### config.mk
export PLATFORM = sky130hd
export DESIGN_NAME = pipeline_ctrl
export DESIGN_NICKNAME = d
export VERILOG_FILES = /design/src/rtl/pipeline_ctrl.sv
export SDC_FILE = /design/constraint.sdc
export NUM_CORES = 1
export LEC_CHECK = 0
export CAP_MARGIN = 20
export CELL_PAD_IN_SITES_DETAIL_PLACEMENT = 1
export CELL_PAD_IN_SITES_GLOBAL_PLACEMENT = 1
export CORE_ASPECT_RATIO = 1.1
export CORE_MARGIN = 5
export CORE_UTILIZATION = 41
export CTS_BUF_LIST = sky130_fd_sc_hd__clkbuf_4 sky130_fd_sc_hd__clkbuf_8
export CTS_CLUSTER_SIZE = 14
export DETAILED_ROUTE_END_ITERATION = 10
export GPL_TIMING_DRIVEN = 0
export PLACE_DENSITY_LB_ADDON = 0.2
export SLEW_MARGIN = 20
export SYNTH_ARGS = -nofsm -noshare
export SYNTH_HDL_FRONTEND = slang
export SYNTH_SLANG_ARGS = --single-unit
### constraint.sdc
create_clock -name clk -period 3.3 [get_ports clk]
set_input_delay 0.825 -clock clk [delete_from_list [all_inputs] [get_ports clk]]
set_output_delay 0.825 -clock clk [all_outputs]
set_load 0.01 [all_outputs]
### src/rtl/pipeline_ctrl.sv
// Purpose: stage write-enable, bubble and flush sequencer for a five-stage in-order pipeline.
// Latency: outputs decode combinationally from the registered state and this cycle's inputs.
// Backpressure: dmem_ready low freezes the pipe; MAX_WAIT unanswered wait cycles trap in FAULT.
// Optional stall/flush performance counters are compiled in with PIPELINE_CTRL_PERF_EN.
module pipeline_ctrl #(
  // Maximum data-memory wait cycles before a fault; legal range 1..255.
  parameter int unsigned MAX_WAIT = 15
) (
  input  logic        clk,
  input  logic        rst_n,
  input  logic        hazard_stall,
  input  logic        branch_taken,
  input  logic        imem_ready,
  input  logic        dmem_req,
  input  logic        dmem_ready,
  output logic        pc_write,
  output logic        ifid_write,
  output logic        exmem_write,
  output logic        ifid_flush,
  output logic        idex_bubble,
  output logic        memwb_bubble,
  output logic        mem_error,
  output logic [1:0]  ctrl_state
`ifdef PIPELINE_CTRL_PERF_EN
  ,
  output logic [15:0] stall_cycles,
  output logic [15:0] flush_count
`endif
);

  typedef enum logic [1:0] {
    ST_INIT     = 2'd0,
    ST_RUN      = 2'd1,
    ST_MEM_WAIT = 2'd2,
    ST_FAULT    = 2'd3
  } state_t;

  // One bundle for every stage-control output so each decode is a single constant.
  typedef struct packed {
    logic pc_write;
    logic ifid_write;
    logic exmem_write;
    logic ifid_flush;
    logic idex_bubble;
    logic memwb_bubble;
  } ctrl_t;

  // INIT writes nothing and pushes NOPs into every stage register.
  localparam ctrl_t CTRL_INIT   = ctrl_t'(6'b000_111);
  // Freeze: everything upstream of MEM holds, WB receives a NOP.
  localparam ctrl_t CTRL_FREEZE = ctrl_t'(6'b000_001);
  // Stall: PC and IF/ID hold, a bubble enters EX, older work drains through EX/MEM.
  localparam ctrl_t CTRL_STALL  = ctrl_t'(6'b001_010);
  // Taken branch: redirect PC and squash the wrong-path fetch in IF/ID.
  localparam ctrl_t CTRL_BRANCH = ctrl_t'(6'b111_100);
  localparam ctrl_t CTRL_NORMAL = ctrl_t'(6'b111_000);

  localparam logic [7:0] MAX_WAIT_C = 8'(MAX_WAIT);

  state_t     state, state_nxt;
  logic [7:0] wait_cnt, wait_cnt_nxt;
  ctrl_t      ctrl;

  // Unfrozen priority: stall > missing fetch > branch > normal. A branch seen
  // with a stall is not lost: IF/ID holds, so the branch re-resolves next cycle.
  function automatic ctrl_t run_decode(input logic stall_req, input logic fetch_ok,
                                       input logic branch);
    ctrl_t c;
    if (stall_req || !fetch_ok) begin
      c = CTRL_STALL;
    end else if (branch) begin
      c = CTRL_BRANCH;
    end else begin
      c = CTRL_NORMAL;
    end
    return c;
  endfunction

  // Next state, wait counter and output decode. The MEM_WAIT cycle that sees
  // dmem_ready already uses the unfrozen decode so the release costs no cycle.
  always_comb begin
    ctrl         = CTRL_INIT;
    state_nxt    = state;
    wait_cnt_nxt = wait_cnt;
    case (state)
      ST_INIT: begin
        ctrl         = CTRL_INIT;
        state_nxt    = ST_RUN;
        wait_cnt_nxt = 8'd0;
      end
      ST_RUN: begin
        if (dmem_req && !dmem_ready) begin
          ctrl         = CTRL_FREEZE;
          state_nxt    = ST_MEM_WAIT;
          wait_cnt_nxt = 8'd1;
        end else begin
          ctrl = run_decode(hazard_stall, imem_ready, branch_taken);
        end
      end
      ST_MEM_WAIT: begin
        if (dmem_ready) begin
          ctrl         = run_decode(hazard_stall, imem_ready, branch_taken);
          state_nxt    = ST_RUN;
          wait_cnt_nxt = 8'd0;
        end else begin
          ctrl = CTRL_FREEZE;
          if (wait_cnt >= MAX_WAIT_C) begin
            state_nxt = ST_FAULT;
          end else begin
            wait_cnt_nxt = wait_cnt + 8'd1;
          end
        end
      end
      ST_FAULT: begin
        // Only reset leaves FAULT; the pipe stays frozen meanwhile.
        ctrl = CTRL_FREEZE;
      end
      default: begin
        ctrl      = CTRL_INIT;
        state_nxt = ST_INIT;
      end
    endcase
  end

  // State and wait counter; reset forces INIT, which also decodes the reset outputs.
  always_ff @(posedge clk or negedge rst_n) begin
    if (!rst_n) begin
      state    <= ST_INIT;
      wait_cnt <= 8'd0;
    end else begin
      state    <= state_nxt;
      wait_cnt <= wait_cnt_nxt;
    end
  end

  assign pc_write     = ctrl.pc_write;
  assign ifid_write   = ctrl.ifid_write;
  assign exmem_write  = ctrl.exmem_write;
  assign ifid_flush   = ctrl.ifid_flush;
  assign idex_bubble  = ctrl.idex_bubble;
  assign memwb_bubble = ctrl.memwb_bubble;
  // FAULT is only left through reset, so the error flag is sticky by construction.
  assign mem_error    = (state == ST_FAULT);
  assign ctrl_state   = state;

`ifdef PIPELINE_CTRL_PERF_EN
  logic active;
  assign active = (state == ST_RUN) || (state == ST_MEM_WAIT);

  // Saturating counts of PC-hold cycles while active and of IF/ID flushes in RUN.
  always_ff @(posedge clk or negedge rst_n) begin
    if (!rst_n) begin
      stall_cycles <= 16'd0;
      flush_count  <= 16'd0;
    end else begin
      if (active && !ctrl.pc_write && (stall_cycles != 16'hFFFF)) begin
        stall_cycles <= stall_cycles + 16'd1;
      end
      if ((state == ST_RUN) && ctrl.ifid_flush && (flush_count != 16'hFFFF)) begin
        flush_count <= flush_count + 16'd1;
      end
    end
  end
`endif

endmodule

==> flow_summary.toml, run 1 <==
[route]
via_per_inst = 5.45
dr_total_vias = 578
postRouteAntennaNets = 0
routed_wirelength_um = 1530
wl_per_cell_um = 14.4
drc = 0
drt_iter0_drc = 1
firstDrtPassIters = 4

[timing]
rsz0062_at_grt = "no"
setup_viol = 0
worstMarginPinSlew_ps = 454
finalHoldViolations = 0
max-slew-margin-rel = 0.696
drv_slew = 0
hold_ws_ps = 512
fin_tns_setup_ps = 0
finalClockSkew_ps = 5.15
finalCritPeriodShare = 0.945
fin_crit_ps = 3120
max_clock_freq_mhz = 321

[setup_path]
start_kind = "primary input"
path_delay_family = "buffers and inverters"
reg2reg_slack_ps = 1290
crit_buf_inv = 3
slowest_delay_ps = 500
worst-setup-path-type = "in2out"
crit_top_cell = "clkdlybuf4s50_1"
crit_chain = "clkdlybuf4s50_1 > inv_1 > a21o_1 > a41o_1 > clkdlybuf4s50_1"
cp.required_ps = 2470
slowest_stage = "clkdlybuf4s50_1"
end_kind = "output pin"
critPathArrivalTime_ps = 2290
worstPathMaxFanout = 3

[final_layout]
antenna_cells = 0
nets = 104
layout_commonest_cell = "clkdlybuf4s50_1"
drive_above_1_share = 0.146
fill_cells = 187
layout_common_cells = "clkdlybuf4s50_1 (14), dfrtp_1 (10), inv_1 (7), ha_1 (7)"
syn_to_final_growth_pct = 31.6

[synth]
synthFlopType = "dfrtp_1"
synth-async-reset-ratio = 1.00
ys_ff_latch = 10
synth_edf_count = 0
postSynthCellCount = 70
synth_cell_types = 27
syn-cell-area_um2 = 681
avgSynthCellArea_um2 = 9.72
synth_warnings = 0
ys_seq_area_frac = 0.368
syn_nets = 84

[power]
p_leak_nw = 0.451
peakVddDrop_uv = 308
finalPower_mw = 0.689
p_per_area_nw_per_um2 = 769

[global_routing]
track_usage = 0.135
grt_start_max_net_pins = 11
antenna_found_initial = 0
grt_overflow_total = 0
grt_pass1_vias = 584
grt_pass1_wl_um = 2640

[cts]
cts.clk_slew.worst_paths_ps = 70
cts_setup_buffers = 0
cts_max_level = 1
tritoncts = "built"
hold_buffers = 0
clockBufferDepth = 2
clock-sinks = 10
cts-buffers-inserted = 3
root_buffer = "clkbuf_4"
clock_latency_ps = 270

[floorplanning]
fp.dieH_um = 52.7
std_cell_rows = 15
dieArea_um2 = 2580
placeableCoreArea_um2 = 1580
die_w_um = 48.9
start_util = 0.432
pin_count = 16

[min_path]
hp-class = "reg2reg"

[placement]
port_buffers = 15
routabilityCongestion = 0.732
detailed_place_hpwl_um = 1210

[run_status]
status = "completed"

[flow_run]
cap_violations = 0
-- per-layer routing --
metal,part of all wire,routed length [um],global-route usage
met1,0.44,665,0.145
met4,0.025,38,0.0807
met3,0.043,66,0.0313
met2,0.49,755,0.241
met5,0,0,0
-- worst paths after layout --
kind,startpoint,end,cells past startpoint
max reg2reg,ctrl_state[1],wait_cnt[3],8
min in group asynchronous,rst_n,ctrl_state[0],1
min reg2reg,wait_cnt[3],wait_cnt[3],1
min,wait_cnt[3],wait_cnt[3],1
max in group asynchronous,rst_n,wait_cnt[1],1
max,dmem_req,ifid_flush,5
-- metrics by stage --
| stage | area, um^2 | util | instances | setup WS, ps |
|---|---|---|---|---|
| after floorplan | 681 | - | 70 | 905 |
| after global placement | 852 | 0.540 | 102 | 15.7 |
| after detailed placement | 852 | 0.540 | 102 | 1.40 |
| after CTS | 893 | 0.567 | 106 | 51.1 |
| after global routing | 896 | 0.568 | 106 | 84.0 |
| final | 896 | 0.568 | 106 | 183 |
-- cell usage after synthesis, types with 2 or more instances --
cell,n,area share
nand2b_1,2,0.018
o21ai_0,4,0.029
nand2_1,3,0.017
nand3_1,2,0.015
o31ai_1,3,0.033
a21o_1,3,0.033
dfrtp_1,10,0.37
buf_2,2,0.015
nor2_1,3,0.017
nor3_1,2,0.015
inv_1,7,0.039
o21ai_1,2,0.015
and2_1,4,0.037
o41ai_2,2,0.048
ha_1,7,0.13
a21oi_1,3,0.022
-- state kept, by name, indices dropped and copies added (netlist names) --
| name | cells |
|---|---|
| ctrl_state | 2 |
| wait_cnt | 8 |
-- timing repair --
item / CTS / global route
pin swaps: 0 / 0
gates resized for setup: 1 / 1
setup endpoints to repair: 1 / 1
endpoints found under the hold margin: 0 / 0
-- area by class of cell --
class,count,area [um^2],share of cell area
clock buffer,4,36.3,0.0405
buffer,3,17.5,0.0196
multi-input combinational,50,392,0.437
timing repair buffer,15,153,0.170
sequential,10,250,0.279
tap,17,21.3,0.0237
inverter,7,26.3,0.0293
-- where the power goes --
group	leakage (nW)	internal [mW]	switching, mW
sequential	0.135	0.140	0.0203
clock	0.0210	0.0670	0.0454
combinational	0.295	0.202	0.214
total	0.451	0.410	0.279
-- cells by family after synthesis --
group                      Yosys count  share of synthesized area
AOI/OAI and AO/OA                   21                      0.230
muxes                                2                     0.0312
buffers and inverters               10                     0.0643
and+or+nand+nor                     20                      0.178
DFF                                 10                      0.368
adders and majority gates            7                      0.129
Power figures use the tool's default switching activity.
==> run 2: changes to the inputs <==
Settings changed: CORE_UTILIZATION 41 to 34, TNS_END_PERCENT set to 100.
Clock period 3.3 ns to 2.7 ns, I/O delays scaled along.
==> run 2 against run 1 <==
Global-route usage down 2.4 points. Final area rose by 1.8%. Highest routed layer unchanged. Utilization decreased by 10 points. Cell count grew 12%. Via count decreased by 1.4%. Count of clock-buffer cells in the layout stayed put. Flip-flop and latch count did not move. Clock skew increased by 3.5 ps. Worst hold slack better by 6.8 ps. Largest cell class unchanged. Critical path depth unchanged.
==> flow_summary.toml, run 2 (synthesis gave the netlist of run 1 again) <==
[placement]
place_ws_ps = -291
routabilityCongestion = 0.707
dpl_cell_area_um2 = 866
port_buffers = 15
detailed_place_hpwl_um = 1170
dp.cells = 113

[floorplanning]
pin_count = 16
die_w_um = 52.7
fp.dieH_um = 56.9
start_util = 0.348
dieArea_um2 = 3000
std_cell_rows = 17
placeableCoreArea_um2 = 1960

[cts]
cts_max_level = 1
clockBufferDepth = 2
cts-buffers-inserted = 3
root_buffer = "clkbuf_4"
clock_latency_ps = 270
cts.clk_slew.worst_paths_ps = 80
hold_buffers = 0
clock-sinks = 10
tritoncts = "built"

[final_layout]
final_cells = 119
layout_common_cells = "dfrtp_1 (10), clkdlybuf4s50_1 (10), ha_1 (6)"
nets = 106
utilization = 0.466
multi_input_area_um2 = 389
drive_above_1_share = 0.198
fill_cells = 235
antenna_cells = 0
seq_area_um2 = 250
top_register = "wait_cnt"
largest_reg_flops = 8
syn_to_final_growth_pct = 34.0
final_cell_area_um2 = 912

[setup_path]
worstPathMaxFanout = 3
reg2reg_slack_ps = 850
end_kind = "output pin"
critPathArrivalTime_ps = 1950
worst-setup-path-type = "in2out"
start_kind = "primary input"
cp.required_ps = 2030

[route]
drc = 0
firstDrtPassIters = 4
postRouteAntennaNets = 0
drt_iter0_drc = 8
dr_total_vias = 570
routed_wirelength_um = 1470
wl_per_cell_um = 12.3
via_per_inst = 4.79

[timing]
hold_ws_ps = 519
fin_crit_ps = 2630
finalHoldViolations = 0
max_clock_freq_mhz = 380
finalCritPeriodShare = 0.974
rsz0062_at_grt = "no"
finalClockSkew_ps = 8.60
fin_ws_ps = 70.3
worstMarginPinSlew_ps = 451
fin_tns_setup_ps = 0
max-slew-margin-rel = 0.698
setup_viol = 0
drv_slew = 0

[global_routing]
grt_pass1_vias = 582
antenna_found_initial = 0
grt_overflow_total = 0
grt_start_max_net_pins = 11
grt_pass1_wl_um = 2500
track_usage = 0.111

[power]
p_leak_nw = 0.458
p_per_area_nw_per_um2 = 924
peakVddDrop_uv = 424
finalPower_mw = 0.843

[flow_run]
cap_violations = 0

[min_path]
hp-class = "reg2reg"

[run_status]
status = "completed"
==> run 2: changes by cell type in the layout (fill, tap and decap cells not counted), moves of 2 or more <==
cell | before | now
buf_4 | 1 | 4
clkdlybuf4s50_1 | 14 | 10
dlygate4sd2_1 | 0 | 4
inv_1 | 7 | 5
inv_2 | 0 | 2
==> run 2: area by class of cell <==
cell class,count,area share
Multi-Input combinational cell,50,0.427
Buffer,3,0.0192
Inverter,7,0.0288
Clock buffer,4,0.0398
Sequential cell,10,0.274
Tap cell,28,0.0384
Timing Repair Buffer,17,0.173
==> run 2: critical path: stages <==
cell             delay, ps
clkdlybuf4s50_1        500
inv_1                   60
a21oi_1                180
nor2_1                  50
clkdlybuf4s50_1        470
==> run 2: final timing paths <==
| check | depth (start not counted) | from | to |
|---|---|---|---|
| setup / recovery | 5 | dmem_req | exmem_write |
| hold / removal | 1 | wait_cnt[3] | wait_cnt[3] |
| setup reg to reg | 8 | ctrl_state[1] | wait_cnt[3] |
| hold reg to reg | 1 | wait_cnt[3] | wait_cnt[3] |
| max in group asynchronous | 1 | rst_n | ctrl_state[0] |
| min in group asynchronous | 1 | rst_n | wait_cnt[3] |
==> run 2: power by group <==
| group | internal [mW] | total, mW | switching [mW] |
|---|---|---|---|
| registers | 0.172 | 0.189 | 0.0175 |
| clock network | 0.0819 | 0.139 | 0.0569 |
| logic | 0.248 | 0.515 | 0.267 |
==> run 2: repair_timing <==
item / CTS / global route
buffers inserted: 2 / 0
setup endpoints to repair: 5 / 0
resized for setup: 8 / 0
==> run 2: per-layer routing <==
layer  track usage  routed length, um  vias to the layer above  part of all wire
li1              -                  -                      283                 -
met1         0.125                647                      271              0.44
met2         0.184                737                       11              0.50
met3        0.0265                 45                        5             0.031
met4        0.0657                 38                        0             0.026
met5             0                  0                        -                 0
